<file path="config.mk">
export PLATFORM = sky130hd
export DESIGN_NAME = key_led_array
export DESIGN_NICKNAME = d
export VERILOG_FILES = /design/src/rtl/key_led_pkg.sv /design/src/rtl/key_debounce.sv /design/src/rtl/key_led_array.sv
export SDC_FILE = /design/constraint.sdc
export NUM_CORES = 1
export LEC_CHECK = 0
export ABC_AREA = 1
export CAP_MARGIN = 20
export CORE_UTILIZATION = 35
export CTS_CLUSTER_DIAMETER = 200
export DETAILED_ROUTE_END_ITERATION = 8
export DONT_BUFFER_PORTS = 1
export GPL_ROUTABILITY_DRIVEN = 0
export PLACE_DENSITY = 0.57
export RECOVER_POWER = 50
export SLEW_MARGIN = 5
export SYNTH_ARGS = -nofsm -noshare
export SYNTH_HDL_FRONTEND = slang
export SYNTH_SLANG_ARGS = --single-unit
</file>
<file path="constraint.sdc">
create_clock -name clk -period 10.6 [get_ports clk]
set_clock_uncertainty 0.1 [all_clocks]
set_input_delay 2.12 -clock clk [delete_from_list [all_inputs] [get_ports clk]]
set_output_delay 2.12 -clock clk [all_outputs]
set_load 0.02 [all_outputs]
</file>
<file path="src/rtl/key_led_pkg.sv">
// Shared mode encoding for the key/LED front end.
package key_led_pkg;
  typedef logic [1:0] mode_t;

  localparam mode_t MODE_OFF  = 2'd0;
  localparam mode_t MODE_ON   = 2'd1;
  localparam mode_t MODE_SLOW = 2'd2;
  localparam mode_t MODE_FAST = 2'd3;
endpackage

</file>
<file path="src/rtl/key_debounce.sv">
// One key channel: 2-flop synchroniser, debounce, press strobe and, with
// KEY_LED_LONG_PRESS_EN defined, a saturating hold counter for long presses.
module key_debounce
  import key_led_pkg::*;
#(
  parameter int DB_CYC         = 1_000_000,
  parameter int LONG_CYC       = 100_000_000,
  parameter int KEY_ACTIVE_LOW = 1
) (
  input  logic clk,
  input  logic rst,
  input  logic i_key,
  output logic o_press,
  output logic o_press_nxt,
  output logic o_long,
  output logic o_long_nxt
);
  localparam logic REL = (KEY_ACTIVE_LOW != 0);
  localparam int   DCW = $clog2(DB_CYC + 1);

  logic           r_sync1, r_sync2, r_stable, r_stable_d, r_press;
  logic [DCW-1:0] r_dcnt;

  // o_press_nxt lets the mode register advance on the same edge the strobe rises
  assign o_press_nxt = (r_stable != REL) && (r_stable_d == REL);
  assign o_press     = r_press;

  always_ff @(posedge clk or posedge rst) begin
    if (rst) begin
      r_sync1    <= REL;
      r_sync2    <= REL;
      r_stable   <= REL;
      r_stable_d <= REL;
      r_press    <= 1'b0;
      r_dcnt     <= '0;
    end else begin
      r_sync1    <= i_key;
      r_sync2    <= r_sync1;
      r_stable_d <= r_stable;
      r_press    <= o_press_nxt;
      if (r_sync2 == r_stable) begin
        r_dcnt <= '0;
      end else if (r_dcnt == DCW'(DB_CYC - 1)) begin
        r_stable <= r_sync2;
        r_dcnt   <= '0;
      end else begin
        r_dcnt <= r_dcnt + 1'b1;
      end
    end
  end

`ifdef KEY_LED_LONG_PRESS_EN
  localparam int HCW = $clog2(LONG_CYC + 1);

  logic [HCW-1:0] r_hold;
  logic           r_long;

  assign o_long_nxt = (r_stable != REL) && (r_hold == HCW'(LONG_CYC - 1));
  assign o_long     = r_long;

  // Saturating at LONG_CYC gives exactly one strobe per hold
  always_ff @(posedge clk or posedge rst) begin
    if (rst) begin
      r_hold <= '0;
      r_long <= 1'b0;
    end else begin
      r_long <= o_long_nxt;
      if (r_stable == REL)
        r_hold <= '0;
      else if (r_hold != HCW'(LONG_CYC))
        r_hold <= r_hold + 1'b1;
    end
  end
`else
  logic w_unused_long;
  assign w_unused_long = (LONG_CYC > 0);
  assign o_long_nxt    = 1'b0;
  assign o_long        = 1'b0;
`endif
endmodule

</file>
<file path="src/rtl/key_led_array.sv">
// Multi-channel key -> LED mode front end with a shared blink timebase.
// Long-press support is compiled in with KEY_LED_LONG_PRESS_EN.
module key_led_array
  import key_led_pkg::*;
#(
  parameter int N_CH           = 4,
  parameter int DB_CYC         = 1_000_000,
  parameter int BLINK_CYC      = 25_000_000,
  parameter int LONG_CYC       = 100_000_000,
  parameter int KEY_ACTIVE_LOW = 1
) (
  input  logic                clk,
  input  logic                rst,
  input  logic [N_CH-1:0]     key,
  output logic [N_CH-1:0]     led,
  output logic [2*N_CH-1:0]   mode,
  output logic [N_CH-1:0]     press_pulse,
  output logic [N_CH-1:0]     long_pulse
);
  localparam int QTR = BLINK_CYC / 4;
  localparam int QW  = (QTR > 1) ? $clog2(QTR) : 1;

  logic  [N_CH-1:0] w_adv, w_clr;
  mode_t [N_CH-1:0] r_mode;
  logic  [N_CH-1:0] r_led;
  logic  [QW-1:0]   r_qcnt;
  logic  [1:0]      r_qidx;
  logic             r_slow_ph, r_fast_ph;
  logic             w_qwrap;

  for (genvar g = 0; g < N_CH; g++) begin : g_ch
    key_debounce #(
      .DB_CYC        (DB_CYC),
      .LONG_CYC      (LONG_CYC),
      .KEY_ACTIVE_LOW(KEY_ACTIVE_LOW)
    ) u_db (
      .clk        (clk),
      .rst        (rst),
      .i_key      (key[g]),
      .o_press    (press_pulse[g]),
      .o_press_nxt(w_adv[g]),
      .o_long     (long_pulse[g]),
      .o_long_nxt (w_clr[g])
    );
  end

  // Quarter-period counter plus a 2-bit quarter index: the full wrap is the
  // fourth quarter, so no modulo of BLINK_CYC is needed.
  assign w_qwrap = (r_qcnt == QW'(QTR - 1));

  always_ff @(posedge clk or posedge rst) begin
    if (rst) begin
      r_qcnt    <= '0;
      r_qidx    <= '0;
      r_slow_ph <= 1'b0;
      r_fast_ph <= 1'b0;
    end else if (w_qwrap) begin
      r_qcnt    <= '0;
      r_qidx    <= r_qidx + 2'd1;
      r_fast_ph <= ~r_fast_ph;
      if (r_qidx == 2'd3) r_slow_ph <= ~r_slow_ph;
    end else begin
      r_qcnt <= r_qcnt + 1'b1;
    end
  end

  // A long press overrides any advance landing on the same edge
  always_ff @(posedge clk or posedge rst) begin
    if (rst) begin
      r_mode <= '0;
      r_led  <= '0;
    end else begin
      for (int i = 0; i < N_CH; i++) begin
        if (w_clr[i])      r_mode[i] <= MODE_OFF;
        else if (w_adv[i]) r_mode[i] <= r_mode[i] + 2'd1;
        case (r_mode[i])
          MODE_OFF:  r_led[i] <= 1'b0;
          MODE_ON:   r_led[i] <= 1'b1;
          MODE_SLOW: r_led[i] <= r_slow_ph;
          default:   r_led[i] <= r_fast_ph;
        endcase
      end
    end
  end

  assign mode = r_mode;
  assign led  = r_led;
endmodule

</file>
==> metrics.txt <==
overall routed net length 15000 µm; detailed-route via count 5615; final hold vios 0; Final min period 4.57 ns; Max FO, Critical Path 76; remaining global-route overflow 0; first-pass GRT wire length 26400 µm; Final Max Tran Viols 65; Placed Cells 1213; vias in the first global route 5519; Sequential Area 3500 µm²; Warnings, synthesis 0; Bufs on Longest Clock Path 2; Netlist Area Pre-Place 7380 µm²; sequential area share after synthesis 0.474; CP Data Arrival Time 4.88 ns; dpl hpwl 10900 µm; reg2reg path depth 5; CP Class in2async; post_cts resized 0; Pre-Repair DR Iteration Count 5; Core Area 20400 µm²; Final setup viols 0; final core occ 0.401; via/cell ratio 4.51; Overall Global Routing Usage 0.153; H-tree depth 4; row cnt 52; Finished Layout Cells 1245; failing checks max-capacitance violations, max-slew violations; post-place instance area 7680 µm²; type of origin of the critical path input port; Syn Inst Count 948; Antenna diodes 0; Die ar. 21700 µm²; P_leak 3.58 nW; Worst slew margin -1.03; Worst Max-Slew Pin Slew 3.03 ns; Post-route DRC 0; worst skew pair latency 0.43 ns; initial antenna violation count 0; critical path depth 2; synthesis-to-finish area growth 11.1%; pre-CTS WS 6.87 ns; Fin Setup TNS 0 ns; Pwr Total 1.19 mW; fin crit share 0.431; design area 8200 µm²; library cells used by synthesis 36; flops & latches, synth 139; cts hold-fix bufs 0; HP Class reg2reg; Detail Route Antenna Nets 0; Final Net Count 986; fmax 219 MHz; CTS tree built; status finished with violations; Die Span Y 147 µm; largest cells by area after synthesis dfrtp_1 42%, nor2_1 11%, nand2_1 10%, inv_1 6.0%, dfstp_2 5.7%; PortBufs 0; CP max stage cell clkinvlp_2; detailed-route wire length per cell 12.0 µm; PD cells 145 nW/µm²; hold-critical path depth 0; Clock Sinks 139; WP data required 10.92 ns; DIE WIDTH 147 µm; clock root buffer clkbuf_16; drt initial violations 223; CP Cell Sequence clkinvlp_2, buf_4; maximum VDD drop 122 µV; Crit path max-delay family buffers and inverters; Worst-path clk slew 0.06 ns; max cap viols 1; Main synth FF type dfrtp_1; proportion of layout cells with a drive suffix above 1 0.0564; CTS Buf Count 17; Syn Area/Cell 7.78 µm²; CP Capture Type asynchronous set/reset pin; top cell type's share of synthesized area 0.417; I/O Pins 26; largest net degree at the start of global routing 77; final worst setup slack 6.03 ns; fillers 2145; Max stage delay on crit path 1.68 ns; EDFF count, synth 0; area leader, netlist dfrtp_1; worst hold margin 0.255 ns; Initial Util 0.361; area of the multi-input gates 3280 µm²; ys async rst share 1.00; RSZ-0062 raised after global routing false; Post-CTS Setup Bufs 0; CP bufs+invs 2
metal layers:
layer	track usage	vias to the layer above	routed length [µm]
met2	0.244	77	6780
met3	0.0370	18	500
li1	-	2983	-
met5	0	-	0
met1	0.202	2537	7500
met4	0.0557	0	214
kinds of logic after synthesis:
kind of cell | after synthesis | synth area share
fa+ha+maj | 18 | 0.0305
buf+inv | 129 | 0.0699
other cells | 1 | 0.000508
compound gates | 50 | 0.0356
xor+xnor | 55 | 0.0684
flops | 139 | 0.474
simple gates | 556 | 0.321
layout make-up:
| class | instances | share of cell area |
|---|---|---|
| flip-flops and latches | 139 | 0.427 |
| well taps | 270 | 0.0412 |
| clock inverters | 15 | 0.0234 |
| inverters | 119 | 0.0547 |
| repair buffers | 2 | 0.00137 |
| clock buffers | 17 | 0.0519 |
| multi-input cells | 683 | 0.401 |
synthesized netlist by cell type, types with 3 or more instances:
cell type and count:
ha_1 18, xor2_1 34, nor3_1 6, nand3_1 75, buf_4 8, o21bai_1 3, nand2_1 206, xor2_2 3
nor2_1 221, nand3_2 3, o21ai_0 17, nand4_1 17, and2_1 5, dfstp_2 16, xnor2_1 18, inv_1 117
nand3b_1 3, dfrtp_1 123, a21oi_1 26, nor2_2 11
where the power goes:
| part | total, mW | switching, mW | internal, mW |
|---|---|---|---|
| logic | 0.0268 | 0.0213 | 0.00549 |
| registers | 0.541 | 0.00378 | 0.537 |
| clock network | 0.620 | 0.245 | 0.375 |
worst register-to-register path: stages (launching register included):
cell	delay, ns
dfrtp_1	0.37
ha_1	0.21
nor3b_1	0.60
nand3_1	0.30
nand2_1	0.31
nor2_1	0.09
path summary, 6_finish.rpt:
check	start	end	slack [ns]
max in group clk	mode[3]	mode[3]	7.36
worst max-delay path	rst	g_ch[2].u_db.r_dcnt[9]	6.03
worst max register to register	g_ch[3].u_db.r_dcnt[0]	g_ch[3].u_db.r_dcnt[6]	8.50
min in group asynchronous	rst	g_ch[1].u_db.r_dcnt[19]	2.34
worst min-delay path	g_ch[2].u_db.r_sync1	g_ch[2].u_db.r_sync2	0.25
worst min register to register	g_ch[2].u_db.r_sync1	g_ch[2].u_db.r_sync2	0.25
placed cells by master, fill, tap and decap left out, drive strengths merged, types with 2 or more instances in the layout:
| cell | instances |
|---|---|
| inv | 121 |
| o21ai | 19 |
| clkinvlp | 3 |
| nand4 | 17 |
| clkinv | 7 |
| nor2 | 233 |
| xnor2 | 18 |
| conb | 4 |
| nor3 | 6 |
| ha | 18 |
| bufinv | 3 |
| o21bai | 3 |
| clkbuf | 18 |
| nand2 | 208 |
| xor2 | 37 |
| nand3b | 4 |
| dfstp | 16 |
| nor3b | 2 |
| dfrtp | 123 |
| a21oi | 26 |
| nand3 | 78 |
| and2 | 6 |
registers in the layout (all words and copies together) (netlist names):
signal                flops
g_ch.u_db.o_press         4
g_ch.u_db.r_stable        4
g_ch.u_db.r_sync2         4
g_ch.u_db.r_stable_d      4
g_ch.u_db.r_dcnt         80
r_fast_ph                 1
led                       4
r_slow_ph                 1
g_ch.u_db.r_sync1         4
r_qcnt                   23
r_qidx                    2
mode                      8
(Power assumes the default switching activity.)
